$ cat src/rtl/spi_audio_tx.sv
// ---------------------------------------------------------------------------
// spi_audio_tx
//
// Buffers multichannel PCM frames in a small FIFO and serialises them to an
// MCU acting as SPI master (mode 0: MCU samples on sck rise, data changes on
// sck fall). The MCU clock is asynchronous to clk, so sck is oversampled
// through a synchronizer and its edges are detected in the clk domain.
//
// Parameters
//   DATA_W      bits per channel sample
//   NUM_CH      channels per frame (FRAME_W = NUM_CH*DATA_W)
//   FIFO_DEPTH  frames buffered, power of two and >= 2
//
// Ports
//   clk          system clock, rising edge
//   reset_n      synchronous active-low reset
//   pcm_in       frame, channel 0 in the most significant DATA_W bits
//   audio_valid  one-cycle strobe qualifying pcm_in
//   sck          SPI clock from the MCU (asynchronous)
//   sdo          serial data to the MCU, MSB first
//   drdy         frame loaded and awaiting clocking (MCU interrupt)
//   overflow     sticky flag, a frame was dropped on a full FIFO
//   fifo_level   number of frames currently held in the FIFO
// ---------------------------------------------------------------------------
module spi_audio_tx #(
    parameter int DATA_W     = 16,
    parameter int NUM_CH     = 2,
    parameter int FIFO_DEPTH = 4
) (
    input  logic                             clk,
    input  logic                             reset_n,
    input  logic [NUM_CH*DATA_W-1:0]         pcm_in,
    input  logic                             audio_valid,
    input  logic                             sck,
    output logic                             sdo,
    output logic                             drdy,
    output logic                             overflow,
    output logic [$clog2(FIFO_DEPTH+1)-1:0]  fifo_level
);

    localparam int FRAME_W = NUM_CH * DATA_W;
    localparam int LVL_W   = $clog2(FIFO_DEPTH + 1);
    localparam int PTR_W   = $clog2(FIFO_DEPTH);
    localparam int CNT_W   = $clog2(FRAME_W + 1);

    typedef enum logic [1:0] {
        IDLE,
        LOAD,
        SHIFT,
        DONE
    } state_t;

    state_t               state_q,     state_d;
    logic [FRAME_W-1:0]   shift_reg_q, shift_reg_d;
    logic [CNT_W-1:0]     bit_count_q, bit_count_d;

    logic [FRAME_W-1:0]   mem_q [FIFO_DEPTH];
    logic [FRAME_W-1:0]   mem_d [FIFO_DEPTH];
    logic [PTR_W-1:0]     wr_ptr_q,    wr_ptr_d;
    logic [PTR_W-1:0]     rd_ptr_q,    rd_ptr_d;
    logic [LVL_W-1:0]     count_q,     count_d;
    logic                 overflow_q,  overflow_d;

    logic                 sck_s1_q,    sck_s1_d;
    logic                 sck_s2_q,    sck_s2_d;
    logic                 sck_prev_q,  sck_prev_d;

    logic                 sck_rise;
    logic                 sck_fall;
    logic                 fifo_full;
    logic                 pop;
    logic                 push;
    logic                 drop;

    // Two-flop synchronizer plus one history flop for edge detection.
    always_comb begin
        sck_s1_d   = sck;
        sck_s2_d   = sck_s1_q;
        sck_prev_d = sck_s2_q;
    end

    assign sck_rise = sck_s2_q & ~sck_prev_q;
    assign sck_fall = ~sck_s2_q & sck_prev_q;

    // Transmit FSM. LOAD is the only pop point, so a frame leaves the FIFO
    // exactly once and the shift register always holds a whole frame.
    always_comb begin
        state_d     = state_q;
        shift_reg_d = shift_reg_q;
        bit_count_d = bit_count_q;
        pop         = 1'b0;

        case (state_q)
            IDLE: begin
                if (count_q != '0) begin
                    state_d = LOAD;
                end
            end
            LOAD: begin
                pop         = 1'b1;
                shift_reg_d = mem_q[rd_ptr_q];
                bit_count_d = '0;
                state_d     = SHIFT;
            end
            SHIFT: begin
                // The rise that completes the frame ends it; the trailing
                // fall is then ignored outside SHIFT.
                if (sck_rise) begin
                    bit_count_d = bit_count_q + CNT_W'(1);
                    if (bit_count_q == CNT_W'(FRAME_W - 1)) begin
                        state_d = DONE;
                    end
                end else if (sck_fall) begin
                    shift_reg_d = shift_reg_q << 1;
                end
            end
            DONE: begin
                state_d = IDLE;
            end
            default: begin
                state_d = IDLE;
            end
        endcase
    end

    // FIFO bookkeeping. A full FIFO still accepts a push when the FSM pops
    // in the same cycle, so only an unmatched push on full is dropped.
    always_comb begin
        fifo_full  = (count_q == LVL_W'(FIFO_DEPTH));
        push       = audio_valid & (~fifo_full | pop);
        drop       = audio_valid & fifo_full & ~pop;

        mem_d      = mem_q;
        wr_ptr_d   = wr_ptr_q;
        rd_ptr_d   = rd_ptr_q;
        count_d    = count_q;
        overflow_d = overflow_q | drop;

        if (push) begin
            mem_d[wr_ptr_q] = pcm_in;
            wr_ptr_d        = wr_ptr_q + PTR_W'(1);
        end
        if (pop) begin
            rd_ptr_d = rd_ptr_q + PTR_W'(1);
        end

        case ({push, pop})
            2'b10:   count_d = count_q + LVL_W'(1);
            2'b01:   count_d = count_q - LVL_W'(1);
            default: count_d = count_q;
        endcase
    end

    // State registers; reset discards any frame in flight and the FIFO.
    always_ff @(posedge clk) begin
        if (!reset_n) begin
            state_q     <= IDLE;
            shift_reg_q <= '0;
            bit_count_q <= '0;
            wr_ptr_q    <= '0;
            rd_ptr_q    <= '0;
            count_q     <= '0;
            overflow_q  <= 1'b0;
            sck_s1_q    <= 1'b0;
            sck_s2_q    <= 1'b0;
            sck_prev_q  <= 1'b0;
            for (int i = 0; i < FIFO_DEPTH; i++) begin
                mem_q[i] <= '0;
            end
        end else begin
            state_q     <= state_d;
            shift_reg_q <= shift_reg_d;
            bit_count_q <= bit_count_d;
            wr_ptr_q    <= wr_ptr_d;
            rd_ptr_q    <= rd_ptr_d;
            count_q     <= count_d;
            overflow_q  <= overflow_d;
            sck_s1_q    <= sck_s1_d;
            sck_s2_q    <= sck_s2_d;
            sck_prev_q  <= sck_prev_d;
            for (int i = 0; i < FIFO_DEPTH; i++) begin
                mem_q[i] <= mem_d[i];
            end
        end
    end

    assign drdy       = (state_q == SHIFT);
    assign sdo        = drdy ? shift_reg_q[FRAME_W-1] : 1'b0;
    assign overflow   = overflow_q;
    assign fifo_level = count_q;

endmodule

$ cat config.mk
export PLATFORM = sky130hd
export DESIGN_NAME = spi_audio_tx
export DESIGN_NICKNAME = d
export VERILOG_FILES = /design/src/rtl/spi_audio_tx.sv
export SDC_FILE = /design/constraint.sdc
export NUM_CORES = 1
export LEC_CHECK = 0
export BUFFER_PORTS_ARGS = -buffer_cell sky130_fd_sc_hd__buf_2
export CORE_MARGIN = 2
export CORE_UTILIZATION = 60
export DETAILED_ROUTE_END_ITERATION = 10
export PLACE_DENSITY_LB_ADDON = 0.2
export SYNTH_ARGS = -nofsm -noshare
export SYNTH_HDL_FRONTEND = slang
export SYNTH_SLANG_ARGS = --single-unit
$ cat constraint.sdc
create_clock -name clk -period 4 [get_ports clk]
set_input_delay 0.8 -clock clk [delete_from_list [all_inputs] [get_ports clk]]
set_output_delay 0.8 -clock clk [all_outputs]
set_load 0.02 [all_outputs]
==> key figures, run 1 <==
Timing
  – Max Freq: 405 MHz
  – Hold slack final: around 0.44 ns
  – Min Tclk post-route: 2.47 ns
  – Least-Margin Pin Slew: about 1.0 ns
  – Final-report hold violation count: 0
  – Setup Skew: 0.00586 ns
  – RSZ-0062 raised after global routing: false
  – Slew HR: about a third
  – Final setup fails: 0
  – PnR worst setup slack: roughly 1.5 ns
  – Fin Setup TNS: 0 ns
  – Fin crit share: roughly three fifths
  – Final slew viol count: 0

GRT
  – Pin count of the biggest net entering global routing: 110
  – First-pass GRT wire length: 24900 um
  – Antenna violations before repair: 0
  – Overflow after GRT: 0
  – Vias in the first global route: ~5200
  – Total GRT Usage: between 20% and 30%

Worst setup path
  – Worst Path Max Fanout: 14
  – Critical Path Source: state_q[0]
  – Crit path DAT: between 1.5 and 2 ns
  – Reg2Reg Depth: 7
  – Crit path capture: sdo
  – Worst reg2reg setup slack: around 1.7 ns
  – Critical path capture point type: primary output
  – Critical path class: flip-flop to primary output
  – Worst Setup Start Kind: flip-flop
  – Worst r2r src: state_q[0]
  – Critical Path RT: 3.20 ns
  – Reg-to-reg endpoint: shift_reg_q[26]

Final layout
  – Layout cells sized above 1: between 15 and 20%
  – # fillers: between 900 and 1000
  – Synthesis-to-finish area growth: 9.67%
  – Most frequent cells in the layout: dfxtp_1, nand3_1, o21ai_0
  – ANT cells: 0
  – Most common cell after layout, fill and taps aside: dfxtp_1
  – Final cell utilization of the core: 67.1%
  – Final net count: around 780

Power
  – Worst vdd ir: between 0.0003 and 0.0004 V
  – PwrDens: 607 mW/mm^2
  – Lkg Pwr: 3.02 nW
  – Overall power: 4.87 mW

Floorplan
  – Core region area: 0.0120 mm^2
  – Row count: 40
  – I/O pin count: 42
  – Die width: between 100 and 150 um
  – Initial Utilization: 61.2%
  – Die ar.: 0.0131 mm^2
  – Die Ht: 114 um

Synthesis
  – Post-synthesis cell type count: 36
  – Post-synthesis instance area: 0.00732 mm^2
  – Seq/Total Area, Yosys: approximately half
  – Prevailing post-synth register cell: dfxtp_1
  – Fraction of registers with async set/reset: 0%
  – Post-Synthesis Net Count: 774
  – Flop and latch count out of synthesis: 179
  – Mapped Avg Cell Area: approximately 10 um^2
  – Mapped Cells: 728
  – YS warnings: 0
  – Post-synth EDFFs: 0

Clocking
  – Worst-path clk slew: 0.06 ns
  – CTS root buf: clkbuf_16
  – # hold bufs at CTS: 0
  – Worst skew pair latency: 0.42 ns
  – Htree depth: 4
  – Clock Tree Buf Depth: 2
  – Clk sinks: 179
  – Post-cts resize count: 0
  – Num CTS Buffers: 17
  – TritonCTS clock tree: built
  – Post-CTS Setup Repair Bufs: 0

Drt
  – Initial DRC count: 390
  – Post-route DRC violation count: 0
  – Total number of vias: 5348
  – Total wire length: 15000 um
  – Vias/cell: 6.02
  – Wire per inst: 16.8 um
  – Post-route ant nets: 0
  – Drt pass-1 iters: 6

Place
  – Worst slack at placement: 1.68 ns
  – Placed wire-length estimate: ~9000 um
  – IO buf count: 41
  – Routability cong.: between 0.7 and 0.8

Outcome
  – Outcome: finished clean

Run
  – Maxcap violations: 0

Hold path
  – HP Class: flip-flop to flip-flop
## worst max-delay path, cell delays in order (launching register included)
cell and delay [ns]:
dfxtp_1 0.32, inv_1 0.12, ha_1 0.44, and2_1 0.20
buf_2 0.16
## power breakdown
group,switching (mW),internal (mW)
sequential,0.132,1.97
combinational,0.613,0.395
clock,0.664,1.10
total,1.41,3.46
## metal layers
metal / global-route usage (%) / wire [um]
met1: 30.8 / 6890
met2: 40.6 / 7460
met3: 5.77 / 480
met4: 7.48 / 137
met5: 0 / 0
## synthesized netlist by cell type, types with 2 or more instances
cell type  number  share of area, %
mux2i_1         4              0.55
and3_1         31               2.6
clkbuf_2       12              0.82
ha_1            9               1.5
inv_1          10              0.51
clkbuf_1       35               1.8
nor2_1         19              0.97
a221o_1        31               4.2
buf_2           4              0.27
mux4_2         32               9.8
o21ai_0       106               7.2
nor3b_1         2              0.20
a211oi_1        6              0.62
buf_1           2              0.10
buf_6          17               2.6
nand2_1        36               1.8
nand2b_1        3              0.26
o211ai_4        4               1.2
and2_1          6              0.51
o21ai_1        27               1.8
dfxtp_1       179                49
nand3_1       130               8.9
xnor2_1         8              0.96
a21oi_1         3              0.20
## layout make-up
type                    instances  area (um^2)  area share, %
clock buffers                  25          526           6.54
repair buffers                 52          290           3.61
flip-flops and latches        179         3580           44.6
inverters                      10         37.5          0.467
well taps                     147          184           2.29
clock inverters                 7          118           1.46
multi-input cells             469         3290           41.0
## flip-flops by register name (all words and copies together), names as in the netlist
register / count
bit_count_q: 6
fifo_level: 3
mem_q: 128
overflow: 1
rd_ptr_q: 2
sck_prev_d: 1
sck_prev_q: 1
sck_s1_q: 1
shift_reg_q: 32
state_q: 2
wr_ptr_q: 2
## through the flow
| step | instance area [um^2] | cells |
|---|---|---|
| global route | 8030 | 889 |
| CTS | 8030 | 889 |
| finish | 8030 | 889 |
| floorplan | 7320 | 728 |
| detailed placement | 7390 | 857 |
| global placement | 7390 | 857 |
## worst min path at each step
| stage | start | end | slack [ns] | cells past startpoint |
|---|---|---|---|---|
| after floorplan | sck_s1_q | sck_prev_d | 0.41 | 1 |
| after detailed placement | sck_s1_q | sck_prev_d | 0.43 | 1 |
| final | sck_s1_q | sck_prev_d | 0.44 | 1 |
| after global placement | sck_s1_q | sck_prev_d | 0.43 | 1 |
| after CTS | sck_s1_q | sck_prev_d | 0.45 | 1 |
| after global routing | sck_s1_q | sck_prev_d | 0.45 | 1 |
## kinds of logic after synthesis
| logic type | after synthesis | share of synthesized area, % |
|---|---|---|
| xor gates and xnor gates | 9 | 1.08 |
| and+or+nand+nor | 233 | 15.9 |
| muxes | 36 | 10.4 |
| AOI/OAI and AO/OA | 181 | 15.7 |
| DFF | 179 | 48.9 |
| adders and majority gates | 10 | 1.81 |
| buffers and inverters | 80 | 6.12 |
(Power assumes the default switching activity.)
==> inputs of run 2 (changes only) <==
==> constraint.sdc (replaced) <==
create_clock -name clk -period 2.35 [get_ports clk]
set_input_delay 0.47 -clock clk [delete_from_list [all_inputs] [get_ports clk]]
set_output_delay 0.47 -clock clk [all_outputs]
set_load 0.02 [all_outputs]
==> run 2 against run 1 <==
Clock power rose by 69%. Clock skew rose by 0.0029 ns. Largest power group unchanged. Sequential share of layout area fell by 0.81 points. Largest cell class unchanged. Critical path depth did not move.
==> key figures, run 2 (synthesis gave the netlist of run 1 again) <==
Power
  – Worst vdd ir: 0.000642 V
  – PwrDens: 1020 mW/mm^2
  – Overall power: 8.35 mW
  – Lkg Pwr: between 3 and 4 nW

Place
  – IO buf count: between 40 and 50
  – Placed wire-length estimate: 8900 um
  – Routability cong.: 0.717
  – Placed cell areas: 0.00755 mm^2
  – Worst slack at placement: 0.401 ns
  – Placed Instances: 867

Clocking
  – Htree depth: 4
  – TritonCTS clock tree: built
  – # hold bufs at CTS: 0
  – CTS root buf: clkbuf_16
  – Clk sinks: around 180
  – Clock Tree Buf Depth: 2
  – Num CTS Buffers: 17
  – Post-cts resize count: 0
  – Worst skew pair latency: 0.42 ns
  – Post-CTS Setup Repair Bufs: 0
  – Worst-path clk slew: ~0.060 ns

Floorplan
  – Core region area: between 0.01 and 0.015 mm^2
  – Die Ht: about 110 um
  – Row count: 40
  – Die width: 114 um
  – Die ar.: 0.0131 mm^2
  – Initial Utilization: 61.2%
  – I/O pin count: 42

Final layout
  – Most frequent cells in the layout: dfxtp_1, nand3_1, o21ai_0
  – Design area: 0.00818 mm^2
  – Post-Layout Cell Count: approximately 900
  – Max reg flops: 128
  – Final net count: 785
  – Synthesis-to-finish area growth: 11.7%
  – Largest Register: mem_q
  – Most common cell after layout, fill and taps aside: dfxtp_1
  – ANT cells: 0
  – Top Registers: mem_q: 128 flops, shift_reg_q: 32 flops, bit_count_q: 6 flops
  – Layout cells sized above 1: 17.0%

Timing
  – Max Freq: roughly 470 MHz
  – Setup Skew: a little under 0.009 ns
  – PnR worst setup slack: 0.210 ns
  – Final-report hold violation count: 0
  – RSZ-0062 raised after global routing: false
  – Fin Setup TNS: 0 ns
  – Final slew viol count: 0
  – Fin crit share: 91.0%
  – Slew HR: 62.6%
  – Final setup fails: 0
  – Least-Margin Pin Slew: 0.547 ns
  – Min Tclk post-route: 2.14 ns

Drt
  – Post-route DRC violation count: 0
  – Post-route ant nets: 0
  – Drt pass-1 iters: 5
  – Initial DRC count: 448
  – Total wire length: roughly 15000 um
  – Vias/cell: 5.99
  – Total number of vias: 5385
  – Wire per inst: 16.4 um

Worst setup path
  – Reg2Reg Depth: 7
  – Crit path depth: 4
  – Crit path DAT: 1.67 ns
  – CP max stage delay: 0.46 ns
  – CP cell instances: inv_1 -> ha_1 -> and2_1 -> buf_2
  – Critical Path RT: about 1.9 ns
  – Worst Path Max Fanout: 14
  – CP delay by family, top: adder cells
  – WP buf/inv: 2
  – Worst path slowest cell: ha_1
  – Critical path class: flip-flop to primary output
  – Critical path capture point type: primary output
  – Worst Setup Start Kind: flip-flop

GRT
  – Total GRT Usage: 24.1%
  – First-pass GRT wire length: 25000 um
  – Vias in the first global route: 5377
  – Overflow after GRT: 0
  – Antenna violations before repair: 0
  – Pin count of the biggest net entering global routing: 118

Hold path
  – Hold path depth: 2
  – HP Class: input port to flip-flop

Run
  – Maxcap violations: 0

Outcome
  – Outcome: finished clean
## run 2: cell types whose count changed in the layout (fill, tap and decap cells not counted), sizes merged
cell      delta
buf         +10
clkbuf       -2
clkinv       +3
bufinv       +1
clkinvlp     -2
## run 2: through the flow
| step | hold WS (ns) | util (%) |
|---|---|---|
| after global placement | 0.431 | 63.1 |
| after floorplan | 0.412 | - |
| after detailed placement | 0.430 | 63.1 |
| final | 0.257 | 68.4 |
| after global routing | 0.241 | 68.4 |
| after CTS | 0.243 | 68.4 |
## run 2: path summary, 6_finish.rpt
| kind | start | end | slack (ns) |
|---|---|---|---|
| worst max-delay path | state_q[0] | sdo | 0.21 |
| worst min-delay path | sck | sck_s1_q | 0.26 |
| worst max register to register | state_q[0] | shift_reg_q[18] | 0.38 |
| worst min register to register | sck_s1_q | sck_prev_d | 0.45 |
## run 2: power breakdown
group	switching (mW)	internal (mW)	leakage [nW]	total [mW]
logic	1.08	0.761	1.35	1.84
clock network	1.10	1.86	0.307	2.97
registers	0.193	3.35	1.45	3.54
## run 2: per-layer routing
metal / global-route usage, % / part of all wire, %
met5: 0 / 0
met4: 8.21 / 1.3
met3: 6.30 / 4.1
met2: 40.7 / 51
met1: 30.1 / 44
## run 2: worst register-to-register path, cell delays in order (launching register included)
cell	delay, ns
dfxtp_1	0.32
inv_1	0.12
ha_1	0.46
inv_1	0.13
o21ai_0	0.25
and2_1	0.20
buf_4	0.25
a221o_1	0.20
## run 2: cell type report
type                       count  area (um^2)
clock buffer                  23          478
fill                         920         3780
clock inverter                 9          151
tap                          147          184
inverter                      10         37.5
timing repair buffer          62          453
multi-input combinational    469         3290
sequential                   179         3580
